==> config.mk <==
export PLATFORM = sky130hd
export DESIGN_NAME = mem_arbiter_flat
export DESIGN_NICKNAME = d
export VERILOG_FILES = /design/src/rtl/mem_arb_pkg.sv /design/src/rtl/mem_arbiter_if.sv /design/src/rtl/arb_starve_ctr.sv /design/src/rtl/mem_arbiter.sv /design/src/flat_wrapper.sv
export SDC_FILE = /design/constraint.sdc
export NUM_CORES = 1
export LEC_CHECK = 0
export CORE_AREA = 2 2 102 104
export DETAILED_ROUTE_END_ITERATION = 12
export DIE_AREA = 0 0 104 106
export GPL_ROUTABILITY_DRIVEN = 0
export PLACE_DENSITY = 0.95
export SETUP_SLACK_MARGIN = 0.3
export SYNTH_ARGS = -nofsm -noshare
export SYNTH_HDL_FRONTEND = slang
export SYNTH_SLANG_ARGS = --single-unit
==> constraint.sdc <==
create_clock -name CLK -period 4.7 [get_ports CLK]
set_input_delay 0.47 -clock CLK [delete_from_list [all_inputs] [get_ports CLK]]
set_output_delay 0.47 -clock CLK [all_outputs]
set_load 0.02 [all_outputs]
==> src/rtl/mem_arb_pkg.sv <==
// Shared types and default widths for the single-port memory arbiter.
package mem_arb_pkg;

    localparam int ADDR_W_DEF     = 32;
    localparam int DATA_W_DEF     = 32;
    localparam int STARVE_MAX_DEF = 4;

    typedef enum logic [1:0] {
        ARB_IDLE  = 2'd0,
        ARB_ISERV = 2'd1,
        ARB_DSERV = 2'd2
    } arb_state_t;

    // A data request is pending for either a read or a write.
    function automatic logic data_pending(input logic ren, input logic wen);
        return ren | wen;
    endfunction

endpackage

==> src/rtl/mem_arbiter_if.sv <==
// Requester and RAM-side signals of the memory arbiter, grouped as one bundle.
interface mem_arbiter_if
    import mem_arb_pkg::*;
#(
    parameter int ADDR_W = ADDR_W_DEF,
    parameter int DATA_W = DATA_W_DEF
);
    logic              iREN;
    logic [ADDR_W-1:0] iaddr;
    logic              ihit;
    logic [DATA_W-1:0] iload;
    logic              dREN;
    logic              dWEN;
    logic [ADDR_W-1:0] daddr;
    logic [DATA_W-1:0] dstore;
    logic              dhit;
    logic [DATA_W-1:0] dload;
    logic              ramREN;
    logic              ramWEN;
    logic [ADDR_W-1:0] ramaddr;
    logic [DATA_W-1:0] ramstore;
    logic [DATA_W-1:0] ramload;
    logic              ramready;

    modport slave (
        input  iREN, iaddr, dREN, dWEN, daddr, dstore, ramload, ramready,
        output ihit, iload, dhit, dload, ramREN, ramWEN, ramaddr, ramstore
    );

    modport master (
        output iREN, iaddr, dREN, dWEN, daddr, dstore, ramload, ramready,
        input  ihit, iload, dhit, dload, ramREN, ramWEN, ramaddr, ramstore
    );
endinterface

==> src/rtl/arb_starve_ctr.sv <==
// Saturating count of data grants made while a fetch is waiting.
module arb_starve_ctr #(
    parameter int STARVE_MAX = 4,
    localparam int CNT_W = (STARVE_MAX < 1) ? 1 : $clog2(STARVE_MAX + 1)
) (
    input  logic CLK,
    input  logic RST,
    input  logic inc,
    input  logic clr,
    output logic at_max
);
    logic [CNT_W-1:0] cnt_q;
    logic [CNT_W-1:0] cnt_d;
    logic             at_max_s;

    assign at_max_s = (cnt_q == CNT_W'(STARVE_MAX));
    assign at_max   = at_max_s;

    // Clear wins over increment; increment stops at the ceiling.
    always_comb begin
        cnt_d = cnt_q;
        if (clr) begin
            cnt_d = {CNT_W{1'b0}};
        end else if (inc && !at_max_s) begin
            cnt_d = cnt_q + CNT_W'(1);
        end else begin
            cnt_d = cnt_q;
        end
    end

    // Counter register.
    always_ff @(posedge CLK or posedge RST) begin
        if (RST) begin
            cnt_q <= {CNT_W{1'b0}};
        end else begin
            cnt_q <= cnt_d;
        end
    end
endmodule

==> src/rtl/mem_arbiter.sv <==
// Arbitrates fetch and data requests onto one RAM port: data first, fetch
// forced through after STARVE_MAX data grants while it waits.
module mem_arbiter
    import mem_arb_pkg::*;
#(
    parameter int ADDR_W     = ADDR_W_DEF,
    parameter int DATA_W     = DATA_W_DEF,
    parameter int STARVE_MAX = STARVE_MAX_DEF
) (
    input  logic          CLK,
    input  logic          RST,
    mem_arbiter_if.slave  bus
);
    arb_state_t        state_q, state_d;
    logic [ADDR_W-1:0] addr_q, addr_d;
    logic [DATA_W-1:0] store_q, store_d;
    logic              wflag_q, wflag_d;
    logic              d_req_s;
    logic              ihit_s;
    logic              dhit_s;
    logic              inc_s;
    logic              clr_s;
    logic              at_max_s;

    arb_starve_ctr #(.STARVE_MAX(STARVE_MAX)) u_starve (
        .CLK    (CLK),
        .RST    (RST),
        .inc    (inc_s),
        .clr    (clr_s),
        .at_max (at_max_s)
    );

    assign d_req_s = data_pending(bus.dREN, bus.dWEN);
    // A hit needs the requester still holding its request when RAM completes.
    assign ihit_s  = (state_q == ARB_ISERV) && bus.ramready && bus.iREN;
    assign dhit_s  = (state_q == ARB_DSERV) && bus.ramready && d_req_s;

    // Next-state, grant latching and starvation bookkeeping.
    always_comb begin
        state_d = state_q;
        addr_d  = addr_q;
        store_d = store_q;
        wflag_d = wflag_q;
        inc_s   = 1'b0;
        clr_s   = 1'b0;
        case (state_q)
            ARB_IDLE: begin
                if (d_req_s && !(bus.iREN && at_max_s)) begin
                    state_d = ARB_DSERV;
                    addr_d  = bus.daddr;
                    store_d = bus.dstore;
                    wflag_d = bus.dWEN;
                    inc_s   = bus.iREN;
                    clr_s   = ~bus.iREN;
                end else if (bus.iREN) begin
                    state_d = ARB_ISERV;
                    addr_d  = bus.iaddr;
                    clr_s   = 1'b1;
                end else begin
                    clr_s   = 1'b1;
                end
            end
            ARB_ISERV: begin
                if (bus.ramready || !bus.iREN) begin
                    state_d = ARB_IDLE;
                end else begin
                    state_d = ARB_ISERV;
                end
            end
            ARB_DSERV: begin
                if (bus.ramready || !d_req_s) begin
                    state_d = ARB_IDLE;
                end else begin
                    state_d = ARB_DSERV;
                end
            end
            default: begin
                state_d = ARB_IDLE;
            end
        endcase
    end

    // State and holding registers.
    always_ff @(posedge CLK or posedge RST) begin
        if (RST) begin
            state_q <= ARB_IDLE;
            addr_q  <= {ADDR_W{1'b0}};
            store_q <= {DATA_W{1'b0}};
            wflag_q <= 1'b0;
        end else begin
            state_q <= state_d;
            addr_q  <= addr_d;
            store_q <= store_d;
            wflag_q <= wflag_d;
        end
    end

    assign bus.ihit     = ihit_s;
    assign bus.dhit     = dhit_s;
    assign bus.iload    = ihit_s ? bus.ramload : {DATA_W{1'b0}};
    assign bus.dload    = (dhit_s && !wflag_q) ? bus.ramload : {DATA_W{1'b0}};
    assign bus.ramREN   = (state_q == ARB_ISERV) || ((state_q == ARB_DSERV) && !wflag_q);
    assign bus.ramWEN   = (state_q == ARB_DSERV) && wflag_q;
    assign bus.ramaddr  = addr_q;
    assign bus.ramstore = store_q;
endmodule

==> src/flat_wrapper.sv <==
// flat-port wrapper written by rule: the top's interface ports become plain ports
module mem_arbiter_flat import mem_arb_pkg::*;
#(
    parameter int ADDR_W     = ADDR_W_DEF,
    parameter int DATA_W     = DATA_W_DEF,
    parameter int STARVE_MAX = STARVE_MAX_DEF
)
  (CLK, RST, bus_iREN, bus_iaddr, bus_dREN, bus_dWEN, bus_daddr, bus_dstore, bus_ramload, bus_ramready, bus_ihit, bus_iload, bus_dhit, bus_dload, bus_ramREN, bus_ramWEN, bus_ramaddr, bus_ramstore);
  mem_arbiter_if #(.ADDR_W(ADDR_W), .DATA_W(DATA_W)) bus_i ();
  input  logic CLK;
  input  logic RST;
  input wire logic [$bits(bus_i.iREN)-1:0] bus_iREN;
  input wire logic [$bits(bus_i.iaddr)-1:0] bus_iaddr;
  input wire logic [$bits(bus_i.dREN)-1:0] bus_dREN;
  input wire logic [$bits(bus_i.dWEN)-1:0] bus_dWEN;
  input wire logic [$bits(bus_i.daddr)-1:0] bus_daddr;
  input wire logic [$bits(bus_i.dstore)-1:0] bus_dstore;
  input wire logic [$bits(bus_i.ramload)-1:0] bus_ramload;
  input wire logic [$bits(bus_i.ramready)-1:0] bus_ramready;
  output wire logic [$bits(bus_i.ihit)-1:0] bus_ihit;
  output wire logic [$bits(bus_i.iload)-1:0] bus_iload;
  output wire logic [$bits(bus_i.dhit)-1:0] bus_dhit;
  output wire logic [$bits(bus_i.dload)-1:0] bus_dload;
  output wire logic [$bits(bus_i.ramREN)-1:0] bus_ramREN;
  output wire logic [$bits(bus_i.ramWEN)-1:0] bus_ramWEN;
  output wire logic [$bits(bus_i.ramaddr)-1:0] bus_ramaddr;
  output wire logic [$bits(bus_i.ramstore)-1:0] bus_ramstore;
  assign bus_i.iREN = bus_iREN;
  assign bus_i.iaddr = bus_iaddr;
  assign bus_i.dREN = bus_dREN;
  assign bus_i.dWEN = bus_dWEN;
  assign bus_i.daddr = bus_daddr;
  assign bus_i.dstore = bus_dstore;
  assign bus_i.ramload = bus_ramload;
  assign bus_i.ramready = bus_ramready;
  assign bus_ihit = bus_i.ihit;
  assign bus_iload = bus_i.iload;
  assign bus_dhit = bus_i.dhit;
  assign bus_dload = bus_i.dload;
  assign bus_ramREN = bus_i.ramREN;
  assign bus_ramWEN = bus_i.ramWEN;
  assign bus_ramaddr = bus_i.ramaddr;
  assign bus_ramstore = bus_i.ramstore;
  mem_arbiter #(.ADDR_W(ADDR_W), .DATA_W(DATA_W), .STARVE_MAX(STARVE_MAX)) u_core (.CLK(CLK), .RST(RST), .bus(bus_i));
endmodule
==> flow_metrics.env, run 1 <==
export IMPL_detail_route_vias_per_cell=5.08
export IMPL_timing_max_cap_violations=0
export IMPL_yosys_top_cells_count="sky130_fd_sc_hd__dfrtp_1, sky130_fd_sc_hd__and2_1, sky130_fd_sc_hd__a21oi_1, sky130_fd_sc_hd__nand3_1"
export IMPL_final_wl_um=13000
export IMPL_synth_top_cell_area_share_pct=48.3
export IMPL_sequential_standard_cell_area_mm2=0.00175
export IMPL_power_leakage_nw=2.60
export IMPL_cp_arrival_ns=2.79
export IMPL_synth_ff_type="sky130_fd_sc_hd__dfrtp_1"
export IMPL_antenna_found_initial=0
export IMPL_critical_path_peak_fanout=33
export IMPL_first_global_vias=3868
export IMPL_cts_resized_gates=0
export IMPL_clock_tree_htree_level_count=3
export IMPL_avgSynthCellArea_um2=9.80
export IMPL_fin_nets=753
export IMPL_standard_cell_rows=37
export IMPL_cts_max_path_buffers=2
export IMPL_cts_reportedPaths_clkPinSlew_ns=0.08
export IMPL_worst_case_setup_margin_in_the_final_layout_ns=1.44
export IMPL_max_vdd_ir_drop_uv=249
export IMPL_period_share_pct=69.5
export IMPL_gr_total_overflow=0
export IMPL_first_pass_grt_wire_length_um=20200
export IMPL_final_min_clock_period_ns=3.26
export IMPL_post_cts_repair_setup_buffers=0
export IMPL_syn_cell_area_mm2=0.00362
export IMPL_highest_cell_delay_on_the_worst_timing_path_ns=0.82
export IMPL_finClkSkew_ns=0.0139
export IMPL_required_time_at_the_endpoint_of_the_critical_path_ns=4.23
export IMPL_count_of_pins_over_their_slew_limit=0
export IMPL_design_power_total_mw=3.54
export IMPL_post_route_cells_drive_above_1_share_pct=6.91
export IMPL_cts_root_cell="sky130_fd_sc_hd__clkbuf_8"
export IMPL_timing_fmax_mhz=306
export IMPL_grt_setup_unrepaired="no"
export IMPL_min_path_type="reg -> reg"
export IMPL_drt_first_pass_iters=6
export IMPL_finalSetupTns_ns=0
export IMPL_critical_path_type="in -> out"
export IMPL_tritoncts="yes"
export IMPL_design_die_area_mm2=0.0110
export IMPL_synth_async_reset_ratio_pct=100
export IMPL_cts_inserted_buffers=9
export IMPL_drt_iter0_markers=278
export IMPL_slew_limit_headroom_pct=24.1
export IMPL_syn2layout_area_growth_pct=81.7
export IMPL_count_of_flip_flops_with_a_built_in_enable_after_synthesis=0
export IMPL_hold_depth=1
export IMPL_yosys_warnings=0
export IMPL_die_h_um=106
export IMPL_outcome="complete, no violations"
export IMPL_post_synth_top_area_cell="sky130_fd_sc_hd__dfrtp_1"
export IMPL_global_route_usage_over_all_layers_pct=22.9
export IMPL_netlist_instances=370
export IMPL_io_pins=266
export IMPL_hold_viol=0
export IMPL_syn_nets=506
export IMPL_setup_worst_path_end_class="output pin"
export IMPL_core_area_mm2=0.0100
export IMPL_cp_cell_sequence="clkdlybuf4s50_1 > and4b_1 > and2_1 > clkdlybuf4s50_1"
export IMPL_start_util_pct=36.2
export IMPL_cp_slowest_cell="sky130_fd_sc_hd__and4b_1"
export IMPL_place_detailed_hpwl_um=9730
export IMPL_worstSetupStartpointType="primary input"
export IMPL_fp_dieW_um=104
export IMPL_tritoncts_num_sinks=70
export IMPL_finalSetupViolCount=0
export IMPL_ant_nets=0
export IMPL_insertion_delay_ns=0.34
export IMPL_synth_area_leaders="sky130_fd_sc_hd__dfrtp_1, sky130_fd_sc_hd__and2_1, sky130_fd_sc_hd__mux2_1"
export IMPL_worst_slew_pin_transition_ns=1.14
export IMPL_grt_max_degree=71
export IMPL_avg_wl_per_cell_um=17.2
export IMPL_filler_cell_count=750
export IMPL_r2r_worst_path_cells=4
export IMPL_post_synth_num_cell_types=29
export IMPL_synthMostInstantiatedCell="sky130_fd_sc_hd__dfrtp_1"
export IMPL_remaining_design_rule_violation_count=0
export IMPL_insertedDiodeCount=0
export IMPL_multi_input_area_mm2=0.00169
export IMPL_cts_hold_fix_buffers=0
export IMPL_synth_ff_latch_count=70
export IMPL_synth_seq_area_share_pct=48.3
export IMPL_power_per_cell_area_mw_per_mm2=538
export IMPL_routed_via_count=3854
export IMPL_io_buffer_count=265
export IMPL_timing_critical_path_mode_cell="sky130_fd_sc_hd__clkdlybuf4s50_1"
export IMPL_final_core_util_pct=65.9
export IMPL_worst_setup_slack_before_clock_tree_synthesis_ns=1.46
-- where the power goes --
part | switching, mW | internal (mW) | total [mW]
clock | 0.234 | 0.354 | 0.588
combinational | 0.950 | 0.927 | 1.88
sequential | 0.175 | 0.903 | 1.08
total | 1.36 | 2.18 | 3.54
-- flip-flops by register name, summed over array words and instances (netlist names) --
| register | count |
|---|---|
| u_core.bus.ramaddr | 32 |
| u_core.wflag_q | 1 |
| u_core.bus.ramstore | 32 |
| u_core.u_starve.cnt_q | 3 |
| u_core.state_q | 2 |
-- kinds of logic (layout without fill, tap and decap cells) --
family	Yosys count	in the layout	share of synthesized area [%]
adder cells (fa/ha/maj)	2	2	0.690
multiplexers	34	34	10.5
AND/OR/NAND/NOR	120	120	19.8
AO/OA/AOI/OAI	103	103	15.5
flip-flops	70	70	48.3
buffers and inverters	41	293	5.11
-- through the flow --
step / hold WS [ns] / std cells / instance area (um^2)
2_1_floorplan: 0.465 / 370 / 3620
3_3_place_gp: 0.466 / 742 / 6340
3_5_place_dp: 0.476 / 742 / 6340
4_1_cts: 0.493 / 758 / 6590
5_1_grt: 0.510 / 758 / 6590
6_report: 0.488 / 758 / 6590
-- layout by cell type, fill, tap and decap left out, types with 2 or more instances in the layout --
| master | instances |
|---|---|
| sky130_fd_sc_hd__clkdlybuf4s50_1 | 265 |
| sky130_fd_sc_hd__dfrtp_1 | 70 |
| sky130_fd_sc_hd__and2_1 | 65 |
| sky130_fd_sc_hd__a21oi_1 | 34 |
| sky130_fd_sc_hd__nand3_1 | 34 |
| sky130_fd_sc_hd__o21ai_0 | 33 |
| sky130_fd_sc_hd__a31oi_1 | 33 |
| sky130_fd_sc_hd__mux2_1 | 20 |
| sky130_fd_sc_hd__mux2_2 | 13 |
| sky130_fd_sc_hd__clkbuf_8 | 9 |
| sky130_fd_sc_hd__buf_4 | 8 |
| sky130_fd_sc_hd__inv_1 | 3 |
| sky130_fd_sc_hd__bufinv_16 | 3 |
| sky130_fd_sc_hd__nor2_2 | 2 |
| sky130_fd_sc_hd__and3_1 | 2 |
| sky130_fd_sc_hd__or3_1 | 2 |
| sky130_fd_sc_hd__nand3b_1 | 2 |
| sky130_fd_sc_hd__nand4_1 | 2 |
| sky130_fd_sc_hd__nand2_1 | 2 |
| sky130_fd_sc_hd__nand2b_1 | 2 |
| sky130_fd_sc_hd__nor2_1 | 2 |
| sky130_fd_sc_hd__ha_1 | 2 |
-- per-layer routing --
| layer | track usage (%) | wire length, um | share of wire (%) |
|---|---|---|---|
| met2 | 40.5 | 6700 | 51 |
| met4 | 6.56 | 79 | 0.61 |
| met1 | 27.9 | 5330 | 41 |
| met5 | 0 | 0 | 0 |
| met3 | 5.52 | 919 | 7.1 |
-- critical path, delay by kind of cell --
kind	cells	cell delay, ns
buffers and inverters	2	1.26
AND/OR/NAND/NOR	2	1.06
-- final cells by class --
class / count / area share, %
clock buffers: 9 / 1.88
clock inverters: 7 / 1.82
inverters: 4 / 0.228
multi-input cells: 259 / 25.7
flip-flops and latches: 70 / 26.6
well taps: 136 / 2.58
repair buffers: 273 / 41.2
-- worst paths after layout --
kind | from | endpoint | slack, ns
worst min register to register | u_core.bus.ramstore[26] | u_core.bus.ramstore[26] | 0.49
worst max register to register | u_core.state_q[1] | u_core.bus.ramaddr[29] | 2.40
worst max-delay path | bus_iREN | bus_iload[9] | 1.44
min in group asynchronous | RST | u_core.bus.ramstore[1] | 0.72
worst min-delay path | u_core.bus.ramstore[26] | u_core.bus.ramstore[26] | 0.49
max in group asynchronous | RST | u_core.bus.ramaddr[30] | 3.42
(Power assumes the default switching activity.)
==> run 2: changes to the inputs <==
--- a/config.mk
+++ b/config.mk
@@ -5,11 +5,10 @@
 export SDC_FILE = /design/constraint.sdc
 export NUM_CORES = 1
 export LEC_CHECK = 0
-export CORE_AREA = 2 2 102 104
+export CORE_UTILIZATION = 35
 export DETAILED_ROUTE_END_ITERATION = 12
-export DIE_AREA = 0 0 104 106
 export GPL_ROUTABILITY_DRIVEN = 0
-export PLACE_DENSITY = 0.95
+export PLACE_DENSITY = 0.93
 export SETUP_SLACK_MARGIN = 0.3
 export SYNTH_ARGS = -nofsm -noshare
 export SYNTH_HDL_FRONTEND = slang
==> constraint.sdc (replaced) <==
create_clock -name CLK -period 3.4 [get_ports CLK]
set_input_delay 0.34 -clock CLK [delete_from_list [all_inputs] [get_ports CLK]]
set_output_delay 0.34 -clock CLK [all_outputs]
set_load 0.02 [all_outputs]
==> run 2 against run 1 <==
Effect of this change: wire length is essentially flat; power grew 35%; global-route usage grew 1.4 points; combinational power grew 38%; utilization grew 0.38 points; critical endpoint is now bus_dload[29]; register-to-register slack lost 1.3 ns; via count grew 0.57%; final area shrank 0.32%; cell count shrank 0.26%; critical path depth grew 1; flip-flop and latch count is the same; clock skew shrank 0.0046 ns.
==> flow_metrics.env, run 2 (same netlist as run 1, synthesis figures left out) <==
export IMPL_outcome="complete, no violations"
export IMPL_worst_slew_pin_transition_ns=1.14
export IMPL_timing_fmax_mhz=374
export IMPL_design_power_total_mw=4.80
export IMPL_drt_iter0_markers=164
export IMPL_tritoncts="yes"
export IMPL_required_time_at_the_endpoint_of_the_critical_path_ns=3.06
export IMPL_mostFrequentLayoutCell="sky130_fd_sc_hd__clkdlybuf4s50_1"
export IMPL_post_route_cells_drive_above_1_share_pct=7.06
export IMPL_r2r_end="u_core.bus.ramaddr[17]"
export IMPL_post_cts_repair_setup_buffers=0
export IMPL_detail_route_vias_per_cell=5.13
export IMPL_postPlaceCellArea_mm2=0.00635
export IMPL_power_leakage_nw=2.60
export IMPL_die_h_um=104
export IMPL_ant_nets=0
export IMPL_first_global_vias=3922
export IMPL_drt_first_pass_iters=5
export IMPL_final_cell_area_mm2=0.00657
export IMPL_min_path_type="in -> async"
export IMPL_fp_dieW_um=104
export IMPL_slew_limit_headroom_pct=24.3
export IMPL_highest_count_cells_in_the_layout_ignoring_fill_and_taps="sky130_fd_sc_hd__clkdlybuf4s50_1, sky130_fd_sc_hd__dfrtp_1, sky130_fd_sc_hd__and2_1, sky130_fd_sc_hd__a21oi_1, sky130_fd_sc_hd__nand3_1"
export IMPL_place_detailed_hpwl_um=9800
export IMPL_final_wl_um=13000
export IMPL_design_die_area_mm2=0.0108
export IMPL_worstSetupStartpointType="flip-flop"
export IMPL_count_of_pins_over_their_slew_limit=0
export IMPL_critical_path_type="reg -> out"
export IMPL_start_util_pct=36.6
export IMPL_io_pins=266
export IMPL_insertion_delay_ns=0.34
export IMPL_io_buffer_count=265
export IMPL_beginning_of_the_worst_register_to_register_path="u_core.state_q[1]"
export IMPL_remaining_design_rule_violation_count=0
export IMPL_cts_inserted_buffers=9
export IMPL_max_vdd_ir_drop_uv=391
export IMPL_grt_max_degree=39
export IMPL_first_pass_grt_wire_length_um=20700
export IMPL_syn2layout_area_growth_pct=81.1
export IMPL_setup_worst_path_end_class="output pin"
export IMPL_core_area_mm2=0.00991
export IMPL_place_detailed_instances=741
export IMPL_tritoncts_num_sinks=70
export IMPL_post_layout_nonfiller_instances=756
export IMPL_insertedDiodeCount=0
export IMPL_cp_arrival_ns=2.33
export IMPL_timing_max_cap_violations=0
export IMPL_finClkSkew_ns=0.00923
export IMPL_global_route_usage_over_all_layers_pct=24.3
export IMPL_cts_hold_fix_buffers=0
export IMPL_avg_wl_per_cell_um=17.2
export IMPL_grt_setup_unrepaired="no"
export IMPL_antenna_found_initial=0
export IMPL_routed_via_count=3876
export IMPL_clock_tree_htree_level_count=3
export IMPL_finalSetupViolCount=0
export IMPL_finalSetupTns_ns=0
export IMPL_r2r_worst_path_cells=4
export IMPL_timing_reg2reg_setup_slack_ns=1.08
export IMPL_fin_nets=755
export IMPL_hold_viol=0
export IMPL_power_per_cell_area_mw_per_mm2=731
export IMPL_period_share_pct=78.6
export IMPL_critical_path_peak_fanout=32
export IMPL_standard_cell_rows=36
export IMPL_cts_root_cell="sky130_fd_sc_hd__clkbuf_8"
export IMPL_final_min_clock_period_ns=2.67
export IMPL_cts_resized_gates=0
export IMPL_cts_max_path_buffers=2
export IMPL_gr_total_overflow=0
export IMPL_cts_reportedPaths_clkPinSlew_ns=0.08
[run 2: cell count changes in the layout (fill, tap and decap cells not counted), sizes merged]
cell,before,now
inv,5,4
bufinv,3,2
buf,8,10
clkinvlp,1,0
clkinv,2,4
[run 2: worst max path at each step]
stage | startpoint | end | cells after the start
after global routing | u_core.state_q[0] | bus_dload[8] | 5
final | u_core.state_q[0] | bus_dload[29] | 5
after detailed placement | bus_iREN | bus_iload[31] | 5
after floorplan | RST | u_core.bus.ramaddr[0] | 1
after global placement | bus_iREN | bus_iload[7] | 5
after CTS | u_core.state_q[0] | bus_dload[3] | 5
[run 2: routing by layer]
metal	global-route usage, %	wire length [um]	vias to the layer above
met5	0	0	-
met4	7.14	168	0
met3	5.66	826	19
met2	42.5	6660	177
met1	29.9	5380	1878
li1	-	-	1802
[run 2: metrics by stage]
step,worst slack [ns],hold slack (ns),utilization (%)
6_report,0.729,0.418,66.3
5_1_grt,0.634,0.485,66.3
4_1_cts,0.727,0.434,66.3
3_5_place_dp,0.736,0.475,64.1
3_3_place_gp,0.818,0.468,64.1
2_1_floorplan,1.29,0.465,-
[run 2: layout make-up]
| class | count | area [um^2] |
|---|---|---|
| flip-flops and latches | 70 | 1750 |
| well taps | 133 | 166 |
| repair buffers | 275 | 2730 |
| multi-input cells | 259 | 1690 |
| clock buffers | 9 | 124 |
| clock inverters | 6 | 87.6 |
| fillers | 772 | 3340 |
| inverters | 4 | 15.0 |
[run 2: critical path, cell delays in order (launching register included)]
cell and delay [ns]:
sky130_fd_sc_hd__dfrtp_1 0.46, sky130_fd_sc_hd__nand2b_1 0.22, sky130_fd_sc_hd__nor4b_2 0.22, sky130_fd_sc_hd__buf_4 0.29, sky130_fd_sc_hd__and2_1 0.17, sky130_fd_sc_hd__clkdlybuf4s50_1 0.62
[run 2: where the power goes]
group | internal (mW) | total (mW) | leakage, nW | switching, mW
Clock | 0.409 | 0.726 | 0.109 | 0.317
Combinational | 1.28 | 2.59 | 1.68 | 1.31
Sequential | 1.25 | 1.48 | 0.809 | 0.236
